<file path="config.mk">
export PLATFORM = sky130hd
export DESIGN_NAME = irq_pending_latch_4
export DESIGN_NICKNAME = d
export VERILOG_FILES = /design/src/rtl/irq_pending_latch_4.sv
export SDC_FILE = /design/constraint.sdc
export NUM_CORES = 1
export LEC_CHECK = 0
export CELL_PAD_IN_SITES_DETAIL_PLACEMENT = 1
export CELL_PAD_IN_SITES_GLOBAL_PLACEMENT = 2
export CORE_MARGIN = 1
export CORE_UTILIZATION = 27
export DETAILED_ROUTE_END_ITERATION = 10
export PLACE_DENSITY = 0.7
export SYNTH_ARGS = -nofsm -noshare
export SYNTH_HDL_FRONTEND = slang
export SYNTH_SLANG_ARGS = --single-unit
</file>
<file path="constraint.sdc">
create_clock -name clk -period 1.03 [get_ports clk]
set_input_delay 0.206 -clock clk [delete_from_list [all_inputs] [get_ports clk]]
set_output_delay 0.206 -clock clk [all_outputs]
set_load 0.02 [all_outputs]
</file>
<file path="src/rtl/irq_pending_latch_4.sv">
// irq_pending_latch_4
//   Four-channel interrupt front end feeding a 4-to-2 priority encoder.
//   Each raw request line is synchronised and rise-detected. Every rising
//   edge sets a per-channel pending bit, which stays set until the consumer
//   acknowledges that channel by index. A rise that lands on a channel that
//   is already pending (and is not acked in the same cycle) sets a sticky
//   overrun flag.
//
// Ports
//   clk       single clock, rising edge
//   rst_n     async active-low reset
//   req_in    [3:0] raw asynchronous request lines
//   mask      [3:0] 1 = channel hidden from pend_out/irq (latching continues)
//   ack       one-cycle acknowledge pulse
//   ack_id    [1:0] channel being acknowledged (used only while ack=1)
//   pend_out  [3:0] registered pending & ~mask -> encoder in[3:0]
//   irq       registered OR of pend_out
//   ovr       [3:0] sticky per-channel overrun
//
// Parameter
//   SYNC_STAGES  synchroniser depth, 2..4

// Per-channel synchroniser, edge detect, pending and overrun state.
module irq_pend_lane #(
  parameter int SYNC_STAGES = 2
) (
  input  logic clk,
  input  logic rst_n,
  input  logic req,
  input  logic ack_hit,
  output logic pnd,
  output logic ovr
);

  logic [SYNC_STAGES-1:0] sync_q;
  logic                   prev_q;
  logic                   rise;

  assign rise = sync_q[SYNC_STAGES-1] & ~prev_q;

  always_ff @(posedge clk or negedge rst_n) begin
    if (!rst_n) begin
      sync_q <= '0;
      prev_q <= 1'b0;
      pnd    <= 1'b0;
      ovr    <= 1'b0;
    end else begin
      sync_q <= {sync_q[SYNC_STAGES-2:0], req};
      prev_q <= sync_q[SYNC_STAGES-1];
      if (rise) begin
        // New event always wins over a same-cycle ack; the ack still
        // retires the old event, so it clears any overrun.
        pnd <= 1'b1;
        if (ack_hit)  ovr <= 1'b0;
        else if (pnd) ovr <= 1'b1;
      end else if (ack_hit && pnd) begin
        pnd <= 1'b0;
        ovr <= 1'b0;
      end
    end
  end

endmodule

module irq_pending_latch_4 #(
  parameter int SYNC_STAGES = 2
) (
  input  logic       clk,
  input  logic       rst_n,
  input  logic [3:0] req_in,
  input  logic [3:0] mask,
  input  logic       ack,
  input  logic [1:0] ack_id,
  output logic [3:0] pend_out,
  output logic       irq,
  output logic [3:0] ovr
);

  localparam int NUM_LANES = 4;

  logic [NUM_LANES-1:0] pnd;
  logic [NUM_LANES-1:0] vis;

  for (genvar i = 0; i < NUM_LANES; i++) begin : g_lane
    irq_pend_lane #(.SYNC_STAGES(SYNC_STAGES)) u_lane (
      .clk     (clk),
      .rst_n   (rst_n),
      .req     (req_in[i]),
      .ack_hit (ack && (ack_id == 2'(i))),
      .pnd     (pnd[i]),
      .ovr     (ovr[i])
    );
  end

  assign vis = pnd & ~mask;

  // pend_out and irq come from the same register stage so the encoder
  // never sees irq without a matching pending bit.
  always_ff @(posedge clk or negedge rst_n) begin
    if (!rst_n) begin
      pend_out <= '0;
      irq      <= 1'b0;
    end else begin
      pend_out <= vis;
      irq      <= |vis;
    end
  end

endmodule

</file>
==> metrics.md, run 1 <==
| Metric | Value |
|---|---|
| DR vias | `a little under 600` |
| Top FF cell, synth | `dfrtp_1` |
| CP required | `1.22 ns` |
| DPL Wire Length | `about 1100 um` |
| Clk sink count | `25` |
| I/O pin cnt | `22` |
| Critical path class | `flip-flop to flip-flop` |
| Crit path DAT | `around 1.3 ns` |
| Initial core utilization | `28.48%` |
| Initial antenna violation count | `0` |
| H-Tree Depth | `1` |
| Clock latency on the worst-skew pair | `0.30 ns` |
| Post-Synthesis Cells | `between 60 and 70` |
| I/O Buffers | `21` |
| First-pass GRT wire length | `around 2700 um` |
| Syn_nets | `between 70 and 80` |
| Asr flop ratio synth | `between 90% and 100%` |
| CTS tree | `yes` |
| Register cell area after layout | `about 630 sq um` |
| Most common cell in the netlist | `dfrtp_1` |
| Clk slew on worst S/H paths | `between 0.1 and 0.15 ns` |
| Pre-antenna DRT Iters | `4` |
| Multi-input gate area | `224.0 sq um` |
| Pins Over Slew Limit | `0` |
| Die area | `about 3500 sq um` |
| Final min period | `approximately 1.2 ns` |
| Clock buffer count from CTS | `3` |
| Synth area leaders | `dfrtp_1 72%, buf_4 3.5%, o21ai_1 2.9%` |
| Leading area contributor after synthesis | `dfrtp_1` |
| Layout net count | `around 120` |
| Worst Clk Skew | `between 0.003 and 0.004 ns` |
| EDFF count, synth | `0` |
| Final hold vios | `0` |
| Die height | `58.75 um` |
| Area share of the largest cell type after synthesis | `71.94%` |
| Longest Clk Path Bufs | `2` |
| Period utilization | `111.8%` |
| Share of cells above drive strength 1 | `33.66%` |
| Flops & latches, synth | `25` |
| Area growth syn-to-layout | `48.20%` |
| Syn_area_per_cell | `13.38 sq um` |
| Status | `finished, violations left` |
| Placed Area | `between 1000 and 1500 sq um` |
| Largest net degree at the start of global routing | `26` |
| VDD IR max | `about 0.00054 V` |
| Actual slew at the worst max-slew pin | `around 0.29 ns` |
| Number of DRC markers in iteration 0 | `11` |
| Drt total wl | `1496 um` |
| Remaining antenna violation count | `0` |
| Post-route setup slack | `-0.1214 ns` |
| Count of final setup violators | `8` |
| Clock Root Buffer | `clkbuf_4` |
| Failing checks | `negative setup slack` |
| Relative slew slack | `approximately four fifths` |
| Pwr Total | `2.027 mW` |
| Synth cell types | `22` |
| Final non-filler cell area | `about 1300 sq um` |
| Placement Setup Slack | `-0.3710 ns` |
| DR DRC count | `0` |
| Vias in the first global route | `about 660` |
| Max-cap violations | `0` |
| PD cells | `~1600 nW/um^2` |
| Antenna fix cells | `0` |
| Core Area | `a little over 3000 sq um` |
| RSZ-0062 raised after global routing | `yes` |
| Die Wd | `58.75 um` |
| Total GRT Usage | `roughly 11%` |
| Top post-synthesis cells by count | `25 x dfrtp_1, 6 x nand2_1, 5 x o21ai_1` |
| Gpl congestion | `~0.72` |
| Max Fclk | `0.8685 GHz` |
| Overflow left after global routing | `0` |
| Startpoint Class | `flip-flop` |
| Routed len/inst | `around 10 um` |
| Crit end category | `flip-flop` |
| Sequential element share of the synthesized area | `a little under three quarters` |
| Leak Pwr | `around 0.58 nW` |
| Number of vias per cell | `about 4.0` |
| FP Rows | `20` |
| Syn. warnings | `0` |
| Crit path max fanout | `2` |
| Fillers | `about 340` |
| Post-Syn Area | `869.6 sq um` |
| Final Util | `between 40% and 50%` |
| Hold Path Class | `input pin to asynchronous set/reset pin` |
-- through the flow --
stage / TNS [ns] / hold WS, ns / cells
final: -0.2368 / 0.2345 / 145
after global routing: -0.7943 / 0.2245 / 145
after CTS: -0.5053 / 0.2204 / 144
after detailed placement: -2.402 / 0.3403 / 138
after global placement: -2.283 / 0.3330 / 138
after floorplan: -0.08372 / -0.08959 / 65
-- registers in the layout, summed over array words and instances (netlist names) --
signal	count
g_lane.u_lane.prev_q	4
g_lane.u_lane.pnd	4
irq	1
g_lane.u_lane.ovr	4
g_lane.u_lane.sync_q	8
pend_out	4
-- layout make-up --
type / instances / share of cell area (%)
sequential: 25 / 48.54
inverter: 3 / 0.8738
clock buffer: 4 / 2.039
multi-input combinational: 33 / 17.38
timing repair buffer: 36 / 26.89
tap: 44 / 4.272
-- report_power, final --
part           internal [mW]  total (mW)  leakage [nW]  switching (mW)
Clock                  0.151       0.413        0.0150           0.262
Combinational          0.296       0.498         0.279           0.202
Sequential              1.07        1.12         0.282          0.0474
Total                   1.52        2.03         0.576           0.511
-- what timing repair did --
| action | 4_1_cts | 5_1_grt |
|---|---|---|
| hold buffers | 0 | 0 |
| gates resized for setup | 52 | 4 |
| buffers inserted | 2 | 2 |
| endpoints found under the setup margin | 10 | 12 |
| pin swaps | 1 | 3 |
-- kinds of logic after synthesis --
logic type,after synthesis,share of synthesized area (%)
DFF,25,71.94
and+or+nand+nor,23,16.40
AOI/OAI and AO/OA,10,6.907
buffers and inverters,7,4.748
-- metal layers --
metal  track usage (%)  wire length [um]
met5                 0                 0
met3             2.418                72
met1             12.24               624
met4             6.122                13
met2             18.34               785
-- cells in the final DEF (no fill, tap or decap), types with 2 or more instances in the layout --
master and count:
nand2b_1 3, clkbuf_4 3, buf_4 14, buf_6 9, nor2b_1 2, dfrtp_1 25, o21ai_1 5, nand3b_1 3
inv_2 2, clkdlybuf4s50_1 12, nor2_1 2, nand2_1 6
-- worst paths after layout --
kind | cells after the start | slack, ns | end | start
worst max-delay path | 2 | -0.12 | irq | g_lane[1].u_lane.pnd
worst min-delay path | 2 | 0.23 | g_lane[3].u_lane.sync_q[1] | rst_n
worst max register to register | 2 | -0.12 | irq | g_lane[1].u_lane.pnd
worst min register to register | 0 | 0.37 | g_lane[0].u_lane.sync_q[1] | g_lane[0].u_lane.sync_q[0]
max in group asynchronous | 2 | 0.65 | g_lane[0].u_lane.sync_q[0] | rst_n
min in group clk | 1 | 0.32 | g_lane[2].u_lane.sync_q[0] | req_in[2]
-- critical path, cell delays in order, from the launching register on --
cell and delay, ns:
dfrtp_1 0.40, nor2b_4 0.13, or4_4 0.52
No activity file was read; power rests on OpenSTA's default activity.
==> run 2, diff against run 1 <==
--- a/config.mk
+++ b/config.mk
@@ -8,9 +8,12 @@
 export CELL_PAD_IN_SITES_DETAIL_PLACEMENT = 1
 export CELL_PAD_IN_SITES_GLOBAL_PLACEMENT = 2
 export CORE_MARGIN = 1
-export CORE_UTILIZATION = 27
+export CORE_UTILIZATION = 28
 export DETAILED_ROUTE_END_ITERATION = 10
+export GPL_TIMING_DRIVEN = 0
+export HOLD_SLACK_MARGIN = 0.15
 export PLACE_DENSITY = 0.7
 export SYNTH_ARGS = -nofsm -noshare
 export SYNTH_HDL_FRONTEND = slang
+export SYNTH_HIERARCHICAL = 1
 export SYNTH_SLANG_ARGS = --single-unit
==> metrics.md, run 2 <==
| Metric | Value |
|---|---|
| Multi-input gate area | `~260 sq um` |
| CP top delay family | `simple AND/OR/NAND/NOR gates` |
| RSZ-0062 raised after global routing | `yes` |
| Leak Pwr | `roughly 0.55 nW` |
| Layout net count | `101` |
| Flops & latches, synth | `25` |
| Compound-Gate Fraction of Synth Area | `6.916%` |
| Relative slew slack | `60.05%` |
| Worst path cell trace | `nor2b_4 > or4_4` |
| VDD IR max | `slightly above 0.0007 V` |
| Die area | `3328 sq um` |
| Critical path class | `flip-flop to flip-flop` |
| Final Util | `around 42%` |
| Worst Setup SP | `g_lane[0].u_lane/pnd` |
| Clk sink count | `25` |
| Largest net degree at the start of global routing | `26` |
| Total GRT Usage | `a little over a tenth` |
| Share of cells above drive strength 1 | `between 20 and 30%` |
| Fillers | `296` |
| Gpl congestion | `between 0.7 and 0.8` |
| H-Tree Depth | `1` |
| Syn_area_per_cell | `14.72 sq um` |
| Post-Synthesis Cells | `just under 60` |
| HP Start | `ack_id[1]` |
| Vias in the first global route | `approximately 600` |
| Worst R2R Start | `g_lane[0].u_lane/pnd` |
| Commonest non-fill, non-tap cell in the layout | `dfrtp_1` |
| CP required | `~1.2 ns` |
| Most common cell in the netlist | `dfrtp_1` |
| EDFF count, synth | `0` |
| I/O Buffers | `21` |
| DR DRC count | `3` |
| Hold Path Class | `input pin to flip-flop` |
| Remaining antenna violation count | `0` |
| Synth area leaders | `dfrtp_1 72%, and4bb_1 5.8%, a311o_1 4.6%` |
| Routed len/inst | `13.19 um` |
| PD cells | `about 1600 nW/um^2` |
| Number of vias per cell | `between 4 and 5` |
| Status | `finished, violations left` |
| Die Wd | `a little under 60 um` |
| Synth cell types | `14` |
| Asr flop ratio synth | `100.0%` |
| XOR/XNOR Fraction of Synth Area | `0%` |
| Period utilization | `113.6%` |
| I/O pin cnt | `22` |
| CTS tree | `yes` |
| Initial antenna violation count | `0` |
| Longest Clk Path Bufs | `2` |
| Synth Area in Adders | `0%` |
| Syn. warnings | `6` |
| Crit path max fanout | `2` |
| DPL Wire Length | `approximately 1100 um` |
| Leading area contributor after synthesis | `dfrtp_1` |
| DR vias | `574` |
| Count of final setup violators | `12` |
| Max-cap violations | `0` |
| Top FF cell, synth | `dfrtp_1` |
| Slowest CP cell | `or4_4` |
| Core Area | `about 2900 sq um` |
| Overflow left after global routing | `0` |
| Main combinational cell family by area after synthesis | `simple AND/OR/NAND/NOR gates` |
| Pre-antenna DRT Iters | `7` |
| Max Fclk | `0.8544 GHz` |
| Post-route setup slack | `-0.1404 ns` |
| Clock Root Buffer | `clkbuf_4` |
| Clock buffer count from CTS | `3` |
| Area share of the largest cell type after synthesis | `between 70% and 80%` |
| Commonest cells after routing, fill and taps aside | `21 x dfrtp_1, 10 x buf_6, 8 x clkdlybuf4s50_1` |
| Max stage delay on crit path | `0.52 ns` |
| Sequential element share of the synthesized area | `a little over 70%` |
| Crit end category | `flip-flop` |
| FP Rows | `19` |
| Largest register FFs | `8` |
| Worst Clk Skew | `about 0.0011 ns` |
| Antenna fix cells | `0` |
| Actual slew at the worst max-slew pin | `0.5992 ns` |
| Register cell area after layout | `about 630 sq um` |
| Failing checks | `design-rule violations, negative setup slack` |
| Final hold vios | `0` |
| Final min period | `roughly 1.2 ns` |
| Die height | `57.69 um` |
| Startpoint Class | `flip-flop` |
| Drt total wl | `1556 um` |
| Worst Path Buf+Inv | `0` |
| Clock latency on the worst-skew pair | `~0.31 ns` |
| Pins Over Slew Limit | `0` |
| First-pass GRT wire length | `about 2700 um` |
| Post-Synth Simple-Gate Area | `around a fifth` |
| Crit path DAT | `~1.4 ns` |
| Area growth syn-to-layout | `39.48%` |
| Initial core utilization | `a little under a third` |
| Total Neg Setup Slack | `-0.5368 ns` |
| Mux cell area share after synthesis | `0%` |
| Largest reg by FF count | `g_lane.u_lane/sync_q` |
| Number of DRC markers in iteration 0 | `13` |
| Post-Syn Area | `between 800 and 900 sq um` |
| Clk slew on worst S/H paths | `approximately 0.13 ns` |
| Syn_nets | `a little over 70` |
==> run 2: worst paths after layout <==
path                                                    to  slack, ns  cells past startpoint
worst min register to register  g_lane[0].u_lane/sync_q[1]       0.36                      0
worst max-delay path                                   irq      -0.14                      2
min in group asynchronous             g_lane[1].u_lane/pnd       0.43                      2
max in group asynchronous             g_lane[3].u_lane/ovr       0.18                      2
worst max register to register                         irq      -0.14                      2
worst min-delay path                  g_lane[0].u_lane/pnd       0.27                      3
==> run 2: layer usage <==
layer  wire length [um]  global-route usage (%)  share of wire [%]
met4                 24                   6.122                1.5
met1                676                   13.95                 43
met3                 80                   2.232                5.1
met2                774                   16.61                 50
met5                  0                       0                  0
==> run 2: logic make-up (layout without fill, tap and decap cells) <==
kind of cell | count (synthesis) | count (layout)
AND/OR/NAND/NOR | 22 | 22
AO/OA/AOI/OAI | 8 | 8
flip-flops | 25 | 25
buffers and inverters | 4 | 32
==> run 2: final cells by class <==
cell class,count,area share [%]
sequential,25,52.07
multi-input combinational,30,21.59
timing repair buffer,24,19.73
tap,31,3.202
clock buffer,4,2.169
inverter,4,1.240
==> run 2: repair_timing <==
| action | CTS | global route |
|---|---|---|
| buffers inserted | 2 | 0 |
| hold endpoints to repair | 0 | 25 |
| resized for setup | 61 | 10 |
| setup endpoints to repair | 39 | 39 |
| hold buffers | 0 | 1 |
==> run 2: where the power goes <==
| part | switching [mW] | internal [mW] |
|---|---|---|
| Combinational | 0.165 | 0.221 |
| Sequential | 0.0589 | 1.08 |
| Clock | 0.276 | 0.151 |
==> run 2: tightest hold or removal path, cell delays in order <==
cell,delay (ns)
clkbuf_2,0.13
nor3b_4,0.06
o21ai_0,0.16
==> run 2: stage by stage <==
step	hold WS (ns)	power [mW]	cell area, sq um	setup slack, ns	instances
floorplan	-0.08959	1.299	878.3	-0.08601	59
CTS	0.1978	1.960	1186	-0.1272	117
global route	0.2872	2.063	1211	-0.1657	118
detailed placement	0.3371	1.495	1127	-0.6422	111
finish	0.2743	1.948	1211	-0.1404	118
global placement	0.3334	1.486	1127	-0.5872	111
==> run 3, diff against run 2 <==
--- a/config.mk
+++ b/config.mk
@@ -8,11 +8,11 @@
 export CELL_PAD_IN_SITES_DETAIL_PLACEMENT = 1
 export CELL_PAD_IN_SITES_GLOBAL_PLACEMENT = 2
 export CORE_MARGIN = 1
-export CORE_UTILIZATION = 28
+export CORE_UTILIZATION = 33
 export DETAILED_ROUTE_END_ITERATION = 10
 export GPL_TIMING_DRIVEN = 0
 export HOLD_SLACK_MARGIN = 0.15
-export PLACE_DENSITY = 0.7
+export PLACE_DENSITY = 0.78
 export SYNTH_ARGS = -nofsm -noshare
 export SYNTH_HDL_FRONTEND = slang
 export SYNTH_HIERARCHICAL = 1
==> constraint.sdc (replaced) <==
create_clock -name clk -period 1.5 [get_ports clk]
set_input_delay 0.3 -clock clk [delete_from_list [all_inputs] [get_ports clk]]
set_output_delay 0.3 -clock clk [all_outputs]
set_load 0.02 [all_outputs]
==> metrics.md, run 3 (synthesis gave the netlist of run 2 again) <==
| Metric | Value |
|---|---|
| Final non-filler cell area | `~1100 sq um` |
| Vias in the first global route | `about 500` |
| I/O pin cnt | `22` |
| Worst reg2reg path depth | `2` |
| Actual slew at the worst max-slew pin | `between 1 and 1.5 ns` |
| DR DRC count | `0` |
| PD cells | `around 1100 nW/um^2` |
| Initial antenna violation count | `0` |
| Placement Setup Slack | `-0.3107 ns` |
| Clock Root Buffer | `clkbuf_4` |
| Worst Clk Skew | `between 0.002 and 0.0025 ns` |
| Core Area | `between 2000 and 2500 sq um` |
| Drt total wl | `between 1000 and 1500 um` |
| Commonest non-fill, non-tap cell in the layout | `dfrtp_1` |
| Post-route setup slack | `0.1183 ns` |
| Initial core utilization | `a little over a third` |
| Total GRT Usage | `11.70%` |
| Remaining antenna violation count | `0` |
| Die Wd | `53.30 um` |
| Die area | `around 2800 sq um` |
| Routed len/inst | `between 10 and 15 um` |
| Relative slew slack | `between 20% and 30%` |
| Clock latency on the worst-skew pair | `roughly 0.31 ns` |
| Slowest CP cell | `clkdlybuf4s50_1` |
| CP required | `around 1.7 ns` |
| Share of cells above drive strength 1 | `under 10%` |
| Number of DRC markers in iteration 0 | `2` |
| First-pass GRT wire length | `2187 um` |
| Worst Setup SP | `ack_id[1]` |
| RSZ-0062 raised after global routing | `no` |
| DR vias | `around 550` |
| Pwr Total | `about 1.3 mW` |
| WHS Endpoint | `g_lane[0].u_lane/sync_q[1]` |
| Largest register FFs | `8` |
| Gpl congestion | `~0.61` |
| WHS Path Cells | `0` |
| Worst R2R Start | `g_lane[0].u_lane/pnd` |
| Hold Buf Count CTS | `0` |
| VDD IR max | `around 0.00053 V` |
| Period utilization | `92.11%` |
| Worst path cell trace | `clkdlybuf4s50_1 > nand2_1 > nor2_1 > and2b_1 > a311o_1` |
| Critical path class | `input pin to flip-flop` |
| Layout net count | `98` |
| Clock buffer count from CTS | `3` |
| Commonest cells after routing, fill and taps aside | `25 x dfrtp_1, 12 x clkdlybuf4s50_1, 9 x dlygate4sd2_1` |
| I/O Buffers | `21` |
| Pre-antenna DRT Iters | `2` |
| Worst R2R End | `irq` |
| HP Start | `g_lane[0].u_lane/sync_q[0]` |
| Startpoint Class | `input pin` |
| Longest Clk Path Bufs | `2` |
| Crit end category | `flip-flop` |
| Antenna fix cells | `0` |
| Die height | `between 50 and 60 um` |
| Crit path max fanout | `4` |
| Worst reg-to-reg setup slack | `between 0.3 and 0.4 ns` |
| Hold Path Class | `flip-flop to flip-flop` |
| Final hold vios | `0` |
| Status | `finished, final reports clean` |
| Max-cap violations | `0` |
| Clk slew on worst S/H paths | `approximately 0.13 ns` |
| Number of vias per cell | `4.798` |
| Worst path depth | `5` |
| CTS tree | `yes` |
| DPL Wire Length | `~1100 um` |
| Pins Over Slew Limit | `0` |
| Max stage delay on crit path | `between 0.5 and 0.6 ns` |
| Leak Pwr | `0.5049 nW` |
| Crit path DAT | `1.59 ns` |
| H-Tree Depth | `1` |
| Clk sink count | `25` |
| Worst Path Buf+Inv | `1` |
| Final min period | `1.382 ns` |
| FP Rows | `18` |
| Placed Area | `1116 sq um` |
| Final hold slack | `0.3694 ns` |
| Max Fclk | `roughly 0.72 GHz` |
| Area growth syn-to-layout | `30.98%` |
| Count of final setup violators | `0` |
| Largest net degree at the start of global routing | `26` |
| Largest reg by FF count | `g_lane.u_lane/sync_q` |
| Overflow left after global routing | `0` |
| CP top delay family | `buffers and inverters` |
-- run 3: metrics by stage --
stage          TNS (ns)  std cells  util (%)
3_3_place_gp     -4.110        110     45.05
6_report              0        114     45.91
3_5_place_dp     -4.532        110     45.05
2_1_floorplan         0         59         -
4_1_cts               0        114     45.71
5_1_grt               0        114     45.91
-- run 3: layout make-up --
| type | instances | area (sq um) |
|---|---|---|
| repair buffers | 21 | 198.9 |
| inverters | 4 | 15.01 |
| multi-input cells | 30 | 232.7 |
| well taps | 30 | 37.54 |
| clock inverters | 1 | 5.005 |
| flip-flops and latches | 25 | 625.6 |
| clock buffers | 3 | 22.52 |
| fillers | 271 | 1340 |
-- run 3: timing repair --
| item | CTS | global route |
|---|---|---|
| buffers inserted | 0 | 0 |
| setup endpoints to repair | 9 | 1 |
| cloned | 0 | 0 |
| gates resized for setup | 9 | 1 |
-- run 3: worst register-to-register path, delay by kind of cell, from the launching register on --
family        cells  cell delay [ns]
flops             1             0.41
simple gates      2             0.64
-- run 3: report_power, final --
part           switching [mW]  internal [mW]  total, mW  leakage [nW]
clock network           0.184         0.0995      0.283        0.0177
logic                   0.105          0.107      0.212         0.206
registers              0.0319          0.735      0.767         0.281
-- run 3: how the worst max path moves through the flow --
stage                                       to  slack [ns]
after floorplan           g_lane[0].u_lane/ovr        0.36
after global placement    g_lane[0].u_lane/ovr       -0.28
after detailed placement  g_lane[0].u_lane/ovr       -0.31
after CTS                 g_lane[0].u_lane/ovr        0.04
after global routing      g_lane[0].u_lane/pnd        0.07
final                     g_lane[2].u_lane/ovr        0.12
-- run 3: routing by layer --
| layer | share of wire [%] | vias up | GRT usage, % |
|---|---|---|---|
| li1 | - | 255 | - |
| met1 | 44 | 276 | 13.41 |
| met2 | 51 | 14 | 18.54 |
| met3 | 4.6 | 2 | 3.448 |
| met4 | 0.71 | 0 | 7.895 |
| met5 | 0 | - | 0 |
